**config.mk**
```make
export PLATFORM = sky130hd
export DESIGN_NAME = hilo_multiplier
export DESIGN_NICKNAME = d
export VERILOG_FILES = /design/src/rtl/hilo_pkg.sv /design/src/rtl/hilo_multiplier.sv
export SDC_FILE = /design/constraint.sdc
export NUM_CORES = 1
export LEC_CHECK = 0
export BUFFER_PORTS_ARGS = -buffer_cell sky130_fd_sc_hd__buf_4
export CAP_MARGIN = 20
export CORE_UTILIZATION = 49
export CTS_BUF_LIST = sky130_fd_sc_hd__clkbuf_16
export CTS_CLUSTER_DIAMETER = 60
export CTS_CLUSTER_SIZE = 24
export DETAILED_ROUTE_END_ITERATION = 12
export PLACE_DENSITY = 0.72
export SLEW_MARGIN = 30
export SYNTH_ARGS = -nofsm -noshare
export SYNTH_HDL_FRONTEND = slang
export SYNTH_SLANG_ARGS = --single-unit
export TNS_END_PERCENT = 30
```
**constraint.sdc**
```tcl
create_clock -name clk -period 3.3 [get_ports clk]
set_input_delay 0.495 -clock clk [delete_from_list [all_inputs] [get_ports clk]]
set_output_delay 0.495 -clock clk [all_outputs]
set_load 0.01 [all_outputs]
```
**src/rtl/hilo_pkg.sv**
```systemverilog
// Shared MIPS multiply/divide-unit constants: funct codes and multiplier FSM state encoding.
package hilo_pkg;

  localparam logic [5:0] FUNCT_MULTU = 6'b011001;
  localparam logic [5:0] FUNCT_MFHI  = 6'b010000;
  localparam logic [5:0] FUNCT_MFLO  = 6'b010010;

  typedef enum logic [1:0] {
    StIdle = 2'd0,
    StRun  = 2'd1,
    StDone = 2'd2
  } state_e;

endpackage

```
**src/rtl/hilo_multiplier.sv**
```systemverilog
// Sequential shift-add unsigned multiplier owning the architectural HI/LO pair,
// with a combinational MFHI/MFLO read port for the execute-stage result select.
module hilo_multiplier
  import hilo_pkg::*;
#(
  parameter int unsigned WIDTH = 32
) (
  input  logic             clk,
  input  logic             rst,
  input  logic             start,
  input  logic [5:0]       funct,
  input  logic [WIDTH-1:0] dataA,
  input  logic [WIDTH-1:0] dataB,
  output logic             busy,
  output logic             done,
  output logic [WIDTH-1:0] hi,
  output logic [WIDTH-1:0] lo,
  output logic [WIDTH-1:0] dataOut
);

  localparam int unsigned CntW = $clog2(WIDTH) + 1;

  state_e             state_q;
  logic [WIDTH-1:0]   mcand_q;
  logic [2*WIDTH-1:0] acc_q, acc_d;
  logic [CntW-1:0]    cnt_q;
  logic [WIDTH-1:0]   hi_q, lo_q;
  logic               busy_q, done_q;
  logic [WIDTH:0]     sum;
  logic               accept;

  assign accept = start && (funct == FUNCT_MULTU);

  // One iteration: conditional add into the upper half keeping the carry, then shift right.
  always_comb begin
    sum   = {1'b0, acc_q[2*WIDTH-1:WIDTH]} + (acc_q[0] ? {1'b0, mcand_q} : '0);
    acc_d = {sum, acc_q[WIDTH-1:1]};
  end

  always_ff @(posedge clk) begin
    if (rst) begin
      state_q <= StIdle;
      mcand_q <= '0;
      acc_q   <= '0;
      cnt_q   <= '0;
      hi_q    <= '0;
      lo_q    <= '0;
      busy_q  <= 1'b0;
      done_q  <= 1'b0;
    end else begin
      case (state_q)
        StIdle, StDone: begin
          done_q <= 1'b0;
          if (accept) begin
            mcand_q <= dataA;
            acc_q   <= {{WIDTH{1'b0}}, dataB};
            cnt_q   <= '0;
            busy_q  <= 1'b1;
            state_q <= StRun;
          end else begin
            busy_q  <= 1'b0;
            state_q <= StIdle;
          end
        end
        StRun: begin
          acc_q <= acc_d;
          cnt_q <= cnt_q + CntW'(1);
          if (cnt_q == CntW'(WIDTH - 1)) begin
            hi_q    <= acc_d[2*WIDTH-1:WIDTH];
            lo_q    <= acc_d[WIDTH-1:0];
            busy_q  <= 1'b0;
            done_q  <= 1'b1;
            state_q <= StDone;
          end
        end
        default: begin
          busy_q  <= 1'b0;
          done_q  <= 1'b0;
          state_q <= StIdle;
        end
      endcase
    end
  end

  always_comb begin
    dataOut = '0;
    case (funct)
      FUNCT_MFHI: dataOut = hi_q;
      FUNCT_MFLO: dataOut = lo_q;
      default:    dataOut = '0;
    endcase
  end

  assign busy = busy_q;
  assign done = done_q;
  assign hi   = hi_q;
  assign lo   = lo_q;

endmodule
```
==> flow_summary.json <==
{
  "status": "completed",
  "start_util_pct": 50.5,
  "synth_fp_nets": 1179,
  "cts_htree_levels": 4,
  "wl_um": 23600,
  "yosysWarnings": 0,
  "p_total_w": 0.00422,
  "num_io_pins": 171,
  "hold_class": "in -> reg",
  "worstPathArrival_ns": 3.48,
  "max_freq_mhz": 317,
  "n_antenna_cell": 0,
  "syn_area_um2": 8410,
  "worst_setup_path_end_kind": "flip-flop",
  "cts_buffers": 17,
  "postCtsSetupBuffers": 0,
  "ant_nets": 0,
  "wl_per_cell_um": 16.2,
  "worstPathRequired_ns": 3.63,
  "fin_tns_setup_ns": 0,
  "post-place-ws_ns": 0.164,
  "setup_viol": 0,
  "clock_sinks": 169,
  "skew_ns": 0.00927,
  "first_iter_violations": 549,
  "grt_usage_pct": 27.3,
  "slowest_delay_ns": 0.47,
  "relSlewSlack_pct": 50.3,
  "cts_root_buf": "clkbuf_16",
  "timing.final.crit_share_pct": 95.6,
  "grt_overflow": 0,
  "setup.worst_path.start_class": "flip-flop",
  "ys_async_sr_fraction_pct": 0,
  "clk_latency_ns": 0.44,
  "min_period_ns": 3.15,
  "grt_pass1_wl_um": 38300,
  "avgSynthCellArea_um2": 7.84,
  "dp_cells": 1430,
  "antenna_found_initial": 0,
  "drive_gt1_share_pct": 20.8,
  "synth_edf_count": 0,
  "yosysSeqAreaShare_pct": 40.2,
  "ir_worst_vdd_v": 0.000384,
  "crit_family": "compound AO/OA/AOI/OAI gates",
  "dr.pass1.iters": 8,
  "routed_via_density": 5.50,
  "multi_input_area_um2": 4750,
  "fillerInstances": 1497,
  "critPathMaxFanout": 4,
  "vias": 8045,
  "finalHoldViolations": 0,
  "synth-seq-cells": 169,
  "coreArea_um2": 16600,
  "power.leakage_nw": 4.51,
  "cts_tree": "built",
  "synth_ff_type": "dfxtp_1",
  "dp_hpwl_um": 16600,
  "gp_congestion": 0.914,
  "cp_cell_sequence": "and2_1, ha_1, inv_1, fa_2, nor2b_4, o31a_4, o32ai_4, o211ai_4, a2111oi_4, nor4_2, or3_1, a32o_1",
  "path_clk_slew_ns": 0.07,
  "critical-path-slowest-cell": "a2111oi_4",
  "drc": 0,
  "layout_setup_ws_ns": 0.146,
  "clockBufferDepth": 2,
  "syn_inst": 1072,
  "ys_types": 61,
  "final_nets": 1336,
  "stdcell_count": 1462,
  "fp.dieH_um": 133,
  "tightestPinTransition_ns": 0.745,
  "area_growth_pct": 26.6,
  "maxSlewViolCount": 0,
  "rsz0062_at_grt": "false",
  "critPathBufInv": 1,
  "num_rows": 47,
  "grt_max_degree": 84,
  "path_class": "reg -> reg",
  "powerDensity_nw_per_um2": 396,
  "maxCapViolations": 0,
  "die-area_um2": 17700,
  "first_global_vias": 7580,
  "seq_area_um2": 3380,
  "port_buffers": 170,
  "die_x_um": 133
}
[metrics by stage]
step	utilization (%)	instance area [um2]	hold WS, ns
global route	64.0	10700	0.297
CTS	64.0	10600	0.290
global placement	60.4	10100	0.441
finish	64.0	10700	0.296
floorplan	-	8410	0.432
detailed placement	60.4	10100	0.443
[what timing repair did]
item	4_1_cts	5_1_grt
hold buffers	0	0
setup endpoints to repair	0	3
gates resized for setup	0	3
hold endpoints to repair	0	0
[cell families (layout without fill, tap and decap cells)]
kind of cell	after synthesis	after routing	share of synthesized area (%)
AO/OA/AOI/OAI	229	229	17.7
XOR/XNOR	22	22	2.29
adder cells (fa/ha/maj)	34	34	5.15
buffers and inverters	81	251	3.62
flip-flops	169	169	40.2
multiplexers	33	33	3.94
AND/OR/NAND/NOR	504	504	27.1
[registers in the layout, summed over array words and instances, names as in the netlist]
name,count
hi,32
state_q,2
mcand_q,32
cnt_q,6
acc_q,64
done,1
lo,32
[cells in the final DEF (no fill, tap or decap), drive strengths merged, types with 6 or more instances in the layout]
master,synthesis,layout
a211o,6,6
a211oi,9,9
a21o,15,15
a21oi,107,107
a22o,17,17
and2,31,31
buf,5,207
clkbuf,64,17
dfxtp,169,169
ha,33,33
inv,12,19
mux2i,32,32
nand2,190,190
nand3,13,13
nand3b,6,6
nor2,166,166
nor2b,6,6
nor3,18,18
nor3b,10,10
nor4,35,35
o21ai,32,32
or3,8,8
xnor2,17,17
[path summary, 6_finish.rpt]
| path | startpoint | end | slack, ns | cells after the start |
|---|---|---|---|---|
| max | acc_q[0]$_SDFFE_PP0P_ | acc_q[61]$_SDFFE_PP0P_ | 0.15 | 12 |
| min | dataA[7] | mcand_q[7]$_SDFFE_PP0P_ | 0.30 | 3 |
| max reg2reg | acc_q[0]$_SDFFE_PP0P_ | acc_q[61]$_SDFFE_PP0P_ | 0.15 | 12 |
| min reg2reg | mcand_q[30]$_SDFFE_PP0P_ | mcand_q[30]$_SDFFE_PP0P_ | 0.45 | 2 |
[synthesized netlist by cell type, types with 18 or more instances]
library cell	number	share of area, %
ha_1	33	4.9
mux2i_1	32	3.8
nor4_1	34	2.5
dfxtp_1	169	40
clkbuf_1	64	2.9
and2_1	31	2.3
nor2_1	166	7.4
o21ai_0	32	1.9
nand2_1	190	8.5
nor3_1	18	1.1
a21oi_1	107	6.4
[metal layers]
layer | GRT usage, % | part of all wire [%] | vias to the layer above
met5 | 0 | 0 | -
li1 | - | - | 4019
met1 | 32.6 | 42 | 3762
met3 | 5.75 | 5.0 | 37
met2 | 48.7 | 50 | 227
met4 | 8.30 | 2.3 | 0
[worst reg2reg max path: stages, from the launching register on]
cell and delay (ns):
dfxtp_1 0.36, and2_1 0.18, ha_1 0.19, inv_1 0.07, fa_2 0.23, nor2b_4 0.05
o31a_4 0.29, o32ai_4 0.32, o211ai_4 0.14, a2111oi_4 0.47, nor4_2 0.09, or3_1 0.38
a32o_1 0.27
[power by group]
group / switching, W / total [W] / internal, W
clock: 0.000880 / 0.00201 / 0.00113
combinational: 0.0000780 / 0.000155 / 0.0000772
sequential: 0.00000578 / 0.00205 / 0.00205
total: 0.000964 / 0.00422 / 0.00325
[final cells by class]
cell class,count,area share [%]
clock buffer,17,3.99
inverter,12,0.423
multi-input combinational,822,44.6
timing repair buffer,207,15.1
clock inverter,15,1.56
tap,220,2.58
sequential,169,31.8
(Power assumes the default switching activity.)
